[src/rtl/mips_pkg.sv]
// Shared constants for the instruction-memory load path: word geometry,
// default imem depth and the loader state encoding.
package mips_pkg;

  localparam int BYTES_PER_WORD = 4;
  localparam int IMEM_ADDR_W    = 8;
  localparam int INSTR_W        = 32;

  localparam logic [2:0] ST_IDLE = 3'd0;
  localparam logic [2:0] ST_HDR  = 3'd1;
  localparam logic [2:0] ST_LOAD = 3'd2;
  localparam logic [2:0] ST_CHK  = 3'd3;
  localparam logic [2:0] ST_DONE = 3'd4;
  localparam logic [2:0] ST_ERR  = 3'd5;

  // States in which the loader consumes stream bytes.
  function automatic logic is_rx_state(input logic [2:0] s);
    return (s == ST_HDR) || (s == ST_LOAD) || (s == ST_CHK);
  endfunction

endpackage

[src/rtl/imem_loader_packer.sv]
// Big-endian byte-to-word packer. The first byte of a word lands in the
// top byte. word_valid/word are combinational from the accepting byte so the
// loader can register the finished word on the same edge that takes byte 4.
module byte_word_packer
  import mips_pkg::*;
(
  input  logic               clk,
  input  logic               rst,
  input  logic               clear,
  input  logic               take,
  input  logic [7:0]         byte_in,
  output logic               word_valid,
  output logic [INSTR_W-1:0] word
);

  localparam int CNT_W = $clog2(BYTES_PER_WORD);
  localparam logic [CNT_W-1:0] LAST_BYTE = CNT_W'(BYTES_PER_WORD - 1);

  logic [CNT_W-1:0]   cnt;
  logic [INSTR_W-9:0] shreg;

  // Byte counter and shift register; clear drops any partial word.
  always_ff @(posedge clk) begin
    if (rst || clear) begin
      cnt   <= '0;
      shreg <= '0;
    end else if (take) begin
      cnt   <= cnt + 1'b1;
      shreg <= {shreg[INSTR_W-17:0], byte_in};
    end
  end

  assign word_valid = take && (cnt == LAST_BYTE);
  assign word       = {shreg, byte_in};

endmodule

[src/rtl/imem_loader.sv]
// Instruction-memory loader: receives "N, then N big-endian words" over a
// byte stream, writes them to imem from address 0, and holds the CPU until
// the whole image is in place.
// Optional feature: define IMEM_LOADER_CHECKSUM_EN to require a trailing
// XOR-of-payload word before the image is accepted.
//
// state     | meaning
// ----------+-----------------------------------------------
// ST_IDLE   | after reset, waiting for start
// ST_HDR    | packing the 4-byte word count N
// ST_LOAD   | packing payload words and writing them to imem
// ST_CHK    | packing checksum word (checksum build only)
// ST_DONE   | image accepted, CPU released
// ST_ERR    | oversize header or bad checksum, CPU held
module imem_loader
  import mips_pkg::*;
#(
  parameter int ADDR_W = IMEM_ADDR_W,
  parameter int DATA_W = INSTR_W
) (
  input  logic              clk,
  input  logic              rst,
  input  logic              start,
  input  logic [7:0]        byte_in,
  input  logic              byte_valid,
  output logic              byte_ready,
  output logic              mem_we,
  output logic [ADDR_W-1:0] mem_addr,
  output logic [DATA_W-1:0] mem_wdata,
  output logic [ADDR_W:0]   words_loaded,
  output logic              cpu_hold,
  output logic              done,
  output logic              err
);

  localparam logic [DATA_W-1:0] MAX_WORDS = DATA_W'(1) << ADDR_W;

  logic [2:0]        state;
  logic [2:0]        state_nxt;
  logic [ADDR_W:0]   n_words;
  logic              take;
  logic              word_valid;
  logic [DATA_W-1:0] word;
  logic              last_word;

`ifdef IMEM_LOADER_CHECKSUM_EN
  logic [DATA_W-1:0] xor_acc;
`endif

  // A byte that arrives together with start belongs to no image.
  assign take      = byte_valid && byte_ready && !start;
  assign last_word = (words_loaded + (ADDR_W+1)'(1)) == n_words;

  byte_word_packer u_packer (
    .clk        (clk),
    .rst        (rst),
    .clear      (start),
    .take       (take),
    .byte_in    (byte_in),
    .word_valid (word_valid),
    .word       (word)
  );

  // Next-state decode; start wins from every state.
  always_comb begin
    state_nxt = state;
    if (start) begin
      state_nxt = ST_HDR;
    end else begin
      case (state)
        ST_IDLE: state_nxt = ST_IDLE;
        ST_HDR: begin
          if (word_valid) begin
            if (word == '0) begin
`ifdef IMEM_LOADER_CHECKSUM_EN
              state_nxt = ST_CHK;
`else
              state_nxt = ST_DONE;
`endif
            end else if (word > MAX_WORDS) begin
              state_nxt = ST_ERR;
            end else begin
              state_nxt = ST_LOAD;
            end
          end
        end
        ST_LOAD: begin
          if (word_valid && last_word) begin
`ifdef IMEM_LOADER_CHECKSUM_EN
            state_nxt = ST_CHK;
`else
            state_nxt = ST_DONE;
`endif
          end
        end
`ifdef IMEM_LOADER_CHECKSUM_EN
        ST_CHK: begin
          if (word_valid) state_nxt = (word == xor_acc) ? ST_DONE : ST_ERR;
        end
`endif
        ST_DONE: state_nxt = ST_DONE;
        ST_ERR:  state_nxt = ST_ERR;
        default: state_nxt = ST_IDLE;
      endcase
    end
  end

  // State, status flags, counters and the imem write-port registers.
  // done/cpu_hold follow the DONE state one cycle late so the last mem_we
  // is seen while the CPU is still held.
  always_ff @(posedge clk) begin
    if (rst) begin
      state        <= ST_IDLE;
      byte_ready   <= 1'b0;
      mem_we       <= 1'b0;
      mem_addr     <= '0;
      mem_wdata    <= '0;
      words_loaded <= '0;
      n_words      <= '0;
      cpu_hold     <= 1'b1;
      done         <= 1'b0;
      err          <= 1'b0;
    end else begin
      state      <= state_nxt;
      byte_ready <= is_rx_state(state_nxt);
      err        <= (state_nxt == ST_ERR);
      done       <= !start && (state == ST_DONE);
      cpu_hold   <= !(!start && (state == ST_DONE));
      mem_we     <= 1'b0;
      if (start) begin
        words_loaded <= '0;
        n_words      <= '0;
      end else if (state == ST_HDR && word_valid) begin
        n_words <= word[ADDR_W:0];
      end else if (state == ST_LOAD && word_valid) begin
        mem_we       <= 1'b1;
        mem_addr     <= words_loaded[ADDR_W-1:0];
        mem_wdata    <= word;
        words_loaded <= words_loaded + (ADDR_W+1)'(1);
      end
    end
  end

`ifdef IMEM_LOADER_CHECKSUM_EN
  // Running XOR of payload words, compared against the trailer in CHK.
  always_ff @(posedge clk) begin
    if (rst || start) begin
      xor_acc <= '0;
    end else if (state == ST_LOAD && word_valid) begin
      xor_acc <= xor_acc ^ word;
    end
  end
`endif

endmodule

[config.mk]
export PLATFORM = sky130hd
export DESIGN_NAME = imem_loader
export DESIGN_NICKNAME = d
export VERILOG_FILES = /design/src/rtl/mips_pkg.sv /design/src/rtl/imem_loader_packer.sv /design/src/rtl/imem_loader.sv
export SDC_FILE = /design/constraint.sdc
export NUM_CORES = 1
export LEC_CHECK = 0
export ABC_AREA = 1
export BUFFER_PORTS_ARGS = -buffer_cell sky130_fd_sc_hd__buf_2
export CAP_MARGIN = 10
export CORE_MARGIN = 2
export CORE_UTILIZATION = 50
export DETAILED_ROUTE_END_ITERATION = 10
export PLACE_DENSITY = 0.81
export SETUP_SLACK_MARGIN = 0.05
export SYNTH_ARGS = -nofsm -noshare
export SYNTH_HDL_FRONTEND = slang
export SYNTH_HIERARCHICAL = 1
export SYNTH_SLANG_ARGS = --single-unit
[constraint.sdc]
create_clock -name clk -period 1.6 [get_ports clk]
set_input_delay 0.08 -clock clk [delete_from_list [all_inputs] [get_ports clk]]
set_output_delay 0.08 -clock clk [all_outputs]
set_load 0.01 [all_outputs]
-- Yosys cells after proc, flatten, opt, wreduce, memory -nomap -nowiden
Index checks and enable logic that the tools add are counted.
- bits in registers: 92
- logic and storage cells: 51
- add/sub/neg operators: 2
- order comparisons: 1
- equal/unequal tests: 10
- muxes and demuxes: 7
- bitwise gates (word level): 2
- reductions and logical operators: 17
- operators by type and width (kind ; number):
    > comparator 32 x 9 -> 1 bit, second input constant ; 1
    logical NOT 32 bit ; 1
    two-way mux 3 bit ; 5
    case mux 3 bit (4 select lines) ; 1
    adder 9 x 1 -> 9 bit, second input constant ; 1
    == test 3 x 2 -> 1 bit, second input constant ; 3
    == test 3 bit, second input constant ; 3
    == test 9 bit ; 1
    logical AND 1 bit ; 7
    == test 3 x 1 -> 1 bit, second input constant ; 2
    logical OR 1 bit ; 3
    AND reduction 3 bit ; 1
    OR reduction 3 bit ; 1
    adder 2 x 1 -> 2 bit, second input constant ; 1
    == test 2 bit, second input constant ; 1
    logical NOT 1 bit ; 2
    inverter 1 bit ; 2
    AND reduction 2 bit ; 1
    OR reduction 2 bit ; 1
    two-way mux 1 bit ; 1

-- Depth between registers and ports, before layout
- depth in word-level cells: 10
- gate-level depth with buffers: 14
- gate-level depth less buffers: 14

-- By module
Netlist, hierarchy kept.
- by module, submodules not included (module ; times used ; cells each ; area an instance (µm²) ; sequential area each (µm²)):
    imem_loader ; 1 ; 401 ; 2841.5 ; 1321.3
    byte_word_packer ; 1 ; 175 ; 1162.4 ; 520.5

-- Worst setup path after synthesis
OpenSTA, ideal clock, no wires.
- path kind: register to register
- start: register byte_ready
- end: register n_words[4]
- setup time: 86 ps
- arrival time: 1723 ps
- required time: 1514 ps
- slack: -208 ps
- stages on the path, launching flop included: 12
- path buffers: 3
- period minus slack after synthesis: 1808 ps
- cells stage by stage: dfxtp_1 nand2_1 nor2_1 buf_4 buf_4 nand2_1 inv_1 inv_1 nor2_1 inv_1 buf_2 a211oi_1
- longest elaborated chain between the ends: 4
- RTL lines (what ; line ; source):
    start: declaration ; imem_loader.sv:26 ; output logic byte_ready,
    start signal: assignment ; imem_loader.sv:125 ; byte_ready <= is_rx_state(state_nxt);
    logical AND 1 bit (2 in a row) ; imem_loader.sv:51 ; assign take = byte_valid && byte_ready && !start;
    named net take ; imem_loader.sv:41 ; logic take;
    logical AND 1 bit ; imem_loader_packer.sv:33 ; assign word_valid = take && (cnt == LAST_BYTE);
    named net word_valid ; imem_loader.sv:42 ; logic word_valid;
    logical AND 1 bit ; imem_loader.sv:133 ; end else if (state == ST_HDR && word_valid) begin
    end signal: assignment ; imem_loader.sv:134 ; n_words <= word[ADDR_W:0];
    end: declaration ; imem_loader.sv:40 ; logic [ADDR_W:0] n_words;
The timed path passes the listed nets, and every way through them passes these cells.
A chain may end at the register's enable or synchronous reset.

-- Final worst setup path
- start: register words_loaded[0]
- end: register byte_ready
- longest elaborated chain between the ends: 9
- RTL lines (what ; line ; source):
    start: declaration ; imem_loader.sv:30 ; output logic [ADDR_W:0] words_loaded,
    start signal: assignment ; imem_loader.sv:139 ; words_loaded <= words_loaded + (ADDR_W+1)'(1);
    adder 9 x 1 -> 9 bit * ; imem_loader.sv:52 ; assign last_word = (words_loaded + (ADDR_W+1)'(1)) == n_words;
    == test 9 bit * ; imem_loader.sv:52 ;
    logical AND 1 bit * ; imem_loader.sv:88 ; if (word_valid && last_word) begin
    two-way mux 3 bit * ; imem_loader.sv:88 ;
    case mux 3 bit (4 select lines) * ; imem_loader.sv:70 ; case (state)
    two-way mux 3 bit * ; imem_loader.sv:67 ; if (start) begin
    == test 3 x 1 -> 1 bit or == test 3 x 2 -> 1 bit (tied branches) ; mips_pkg.sv:18 ; return (s == ST_HDR) || (s == ST_LOAD) || (s == ST_CHK);
    logical OR 1 bit ; mips_pkg.sv:18 ;
    logical OR 1 bit * ; mips_pkg.sv:18 ;
Every way passes the cells marked *; elsewhere a longest branch is shown, timed or not.

==> flow_metrics.env <==
export IMPL_first_global_vias=3493
export IMPL_cts_tree="yes"
export IMPL_start_util=0.518
export IMPL_antenna_found_initial=0
export IMPL_hpwlAfterDp_um=6770
export IMPL_grt_pass1_wl_um=16100
export IMPL_cts_root_buf="clkbuf_8"
export IMPL_htreeDepth=3
export IMPL_power_leakage_nw=2.05
export IMPL_fill_cells=679
export IMPL_clkTransAtPathRegs_ps=90
export IMPL_dp_cells=728
export IMPL_fin_util=0.632
export IMPL_area_delta_synth_final_pct=22.0
export IMPL_syn_area_per_cell_sq_um=6.95
export IMPL_critical_path_required_ps=1850
export IMPL_worst_setup_path_end_kind="flop"
export IMPL_critPathMaxFanout=4
export IMPL_outcome="finished, violations left"
export IMPL_layout_setup_ws_ps=-111
export IMPL_hp_class="input pin to flop"
export IMPL_port_buffers=65
export IMPL_drt_met1_wl_um=4380
export IMPL_peakVddDrop_uv=512
export IMPL_fin_crit_sh=1.07
export IMPL_top_layer="met4"
export IMPL_rr_worst_depth=11
export IMPL_synth_area_sq_um=4000
export IMPL_row_count=32
export IMPL_avgViaCountPerCell=5.10
export IMPL_core_area_sq_um=7730
export IMPL_fin_crit_ps=1710
export IMPL_clock_latency_ps=360
export IMPL_slew_headroom=0.630
export IMPL_instances_no_fill=756
export IMPL_seq_area_sq_um=1850
export IMPL_multi_input_area_sq_um=1880
export IMPL_antenna_left=0
export IMPL_drc=0
export IMPL_clock_fmax_ghz=0.585
export IMPL_clock_skew_ps=6.61
export IMPL_crit_path_start_kind="flop"
export IMPL_ys_seq_elements=92
export IMPL_drive_above_1_share=0.245
export IMPL_place_congestion=0.892
export IMPL_setup_viol=4
export IMPL_maxCapViolCount=0
export IMPL_dp_slack_ps=-65.1
export IMPL_power_mw=4.08
export IMPL_tightestPinTransition_ps=553
export IMPL_pin_count=66
export IMPL_syn_nets=590
export IMPL_yosysWarnings=6
export IMPL_wl_met2_um=4810
export IMPL_met3_length_um=571
export IMPL_worstSetupPathType="flop to flop"
export IMPL_overflow=0
export IMPL_cts_sinks=92
export IMPL_drtIter0Drc=250
export IMPL_n_antenna_cell=0
export IMPL_layout_common_cells="nand2_1 (140), nor2_1 (87), dfxtp_1 (86)"
export IMPL_wl_per_cell_um=13.2
export IMPL_firstDrtPassIters=4
export IMPL_violations="negative setup slack"
export IMPL_die_x_um=93.5
export IMPL_grt_max_degree=53
export IMPL_grt_usage=0.233
export IMPL_syn_inst=576
export IMPL_max_clock_path_buffers=2
export IMPL_die_y_um=93.5
export IMPL_min_path_cells=3
export IMPL_finalHoldViolations=0
export IMPL_rsz0062_at_grt="true"
export IMPL_nets=663
export IMPL_dieArea_sq_um=8740
export IMPL_layout_commonest_cell="nand2_1"
export IMPL_maxSlewViolCount=0
export IMPL_arrival_ps=1960
export IMPL_numCtsBuffers=9
export IMPL_wirelength_um=10000
export IMPL_vias=3854
export IMPL_netlist_cell_type_count=28
export IMPL_power_density_nw_per_um2=835
export IMPL_ys_seq_area_frac=0.460
## worst max-delay path, cell delays in order (launching register included)
cell and delay [ps]:
dfxtp_4 370, ha_4 280, xnor2_2 100, nand2_1 90
nor2_2 130, nand3_2 100, nor2_2 150, nand4_1 100
nand2_1 90, nand2_2 80, nand2_2 70, a21oi_2 50
## synth_stat cells, drive strengths merged
cell	n	share of area
ha	2	0.0062
o211ai	1	0.0019
o21bai	1	0.0019
dfxtp	92	0.46
buf	26	0.044
nand3	57	0.071
or2	1	0.0016
nor3b	1	0.0019
nand3b	3	0.0056
clkinv	2	0.0019
o21ai	14	0.018
nand2	152	0.15
a21oi	52	0.066
xor2	1	0.0022
nand4	4	0.0062
xnor2	1	0.0022
a211oi	2	0.0037
nor3	3	0.0050
clkbuf	10	0.0094
nor2	101	0.099
inv	50	0.047
## state kept, by name, summed over array words and instances, names as in the netlist, 2 cells and up
| name | cells |
|---|---|
| words_loaded | 9 |
| n_words | 9 |
| state | 3 |
| mem_wdata | 32 |
| u_packer/shreg | 24 |
| u_packer/cnt | 2 |
| mem_addr | 8 |
## cell type report
class / instances / area share
tap: 102 / 0.0261
sequential: 92 / 0.380
clock inverter: 3 / 0.00564
clock buffer: 13 / 0.0348
timing repair buffer: 98 / 0.128
multi-input combinational: 396 / 0.384
inverter: 52 / 0.0410
## per-stage QoR
step	instance area [sq um]	TNS, ps	hold slack [ps]
floorplan	4040	0	243
global placement	4480	0	371
detailed placement	4480	-116	371
CTS	4750	-18.2	3.83
global route	4880	-903	22.1
finish	4880	-280	17.3
## layer usage
layer,vias to the layer above,track usage
met1,1745,0.294
met3,25,0.0395
li1,1954,-
met2,130,0.388
met5,-,0
met4,0,0.107
## power by group
| group | internal [mW] | switching [mW] |
|---|---|---|
| sequential | 2.30 | 0.0157 |
| combinational | 0.0732 | 0.152 |
| clock | 0.718 | 0.818 |
| total | 3.09 | 0.986 |
## cells by family (layout without fill, tap and decap cells)
group                    Yosys count  after routing  share of synthesized area
AO/OA/AOI/OAI                     70             70                     0.0909
XOR/XNOR                           2              2                    0.00438
buffers and inverters             88            166                      0.102
flip-flops                        92             92                      0.460
adder cells (fa/ha/maj)            2              2                    0.00625
AND/OR/NAND/NOR                  322            322                      0.336
## worst paths after layout
path                         from      endpoint  slack (ps)
setup / recovery  words_loaded[0]    byte_ready        -110
hold / removal         byte_in[2]    n_words[2]          20
setup reg to reg  words_loaded[0]    byte_ready        -110
hold reg to reg      mem_wdata[0]  mem_wdata[0]         460
## repair_timing
| item | CTS | global route |
|---|---|---|
| hold buffers | 2 | 0 |
| endpoints found under the setup margin | 4 | 49 |
| gates resized for setup | 9 | 31 |
| buffers inserted | 4 | 6 |
| pin swaps | 5 | 12 |
| endpoints found under the hold margin | 2 | 0 |
(Power assumes the default switching activity.)
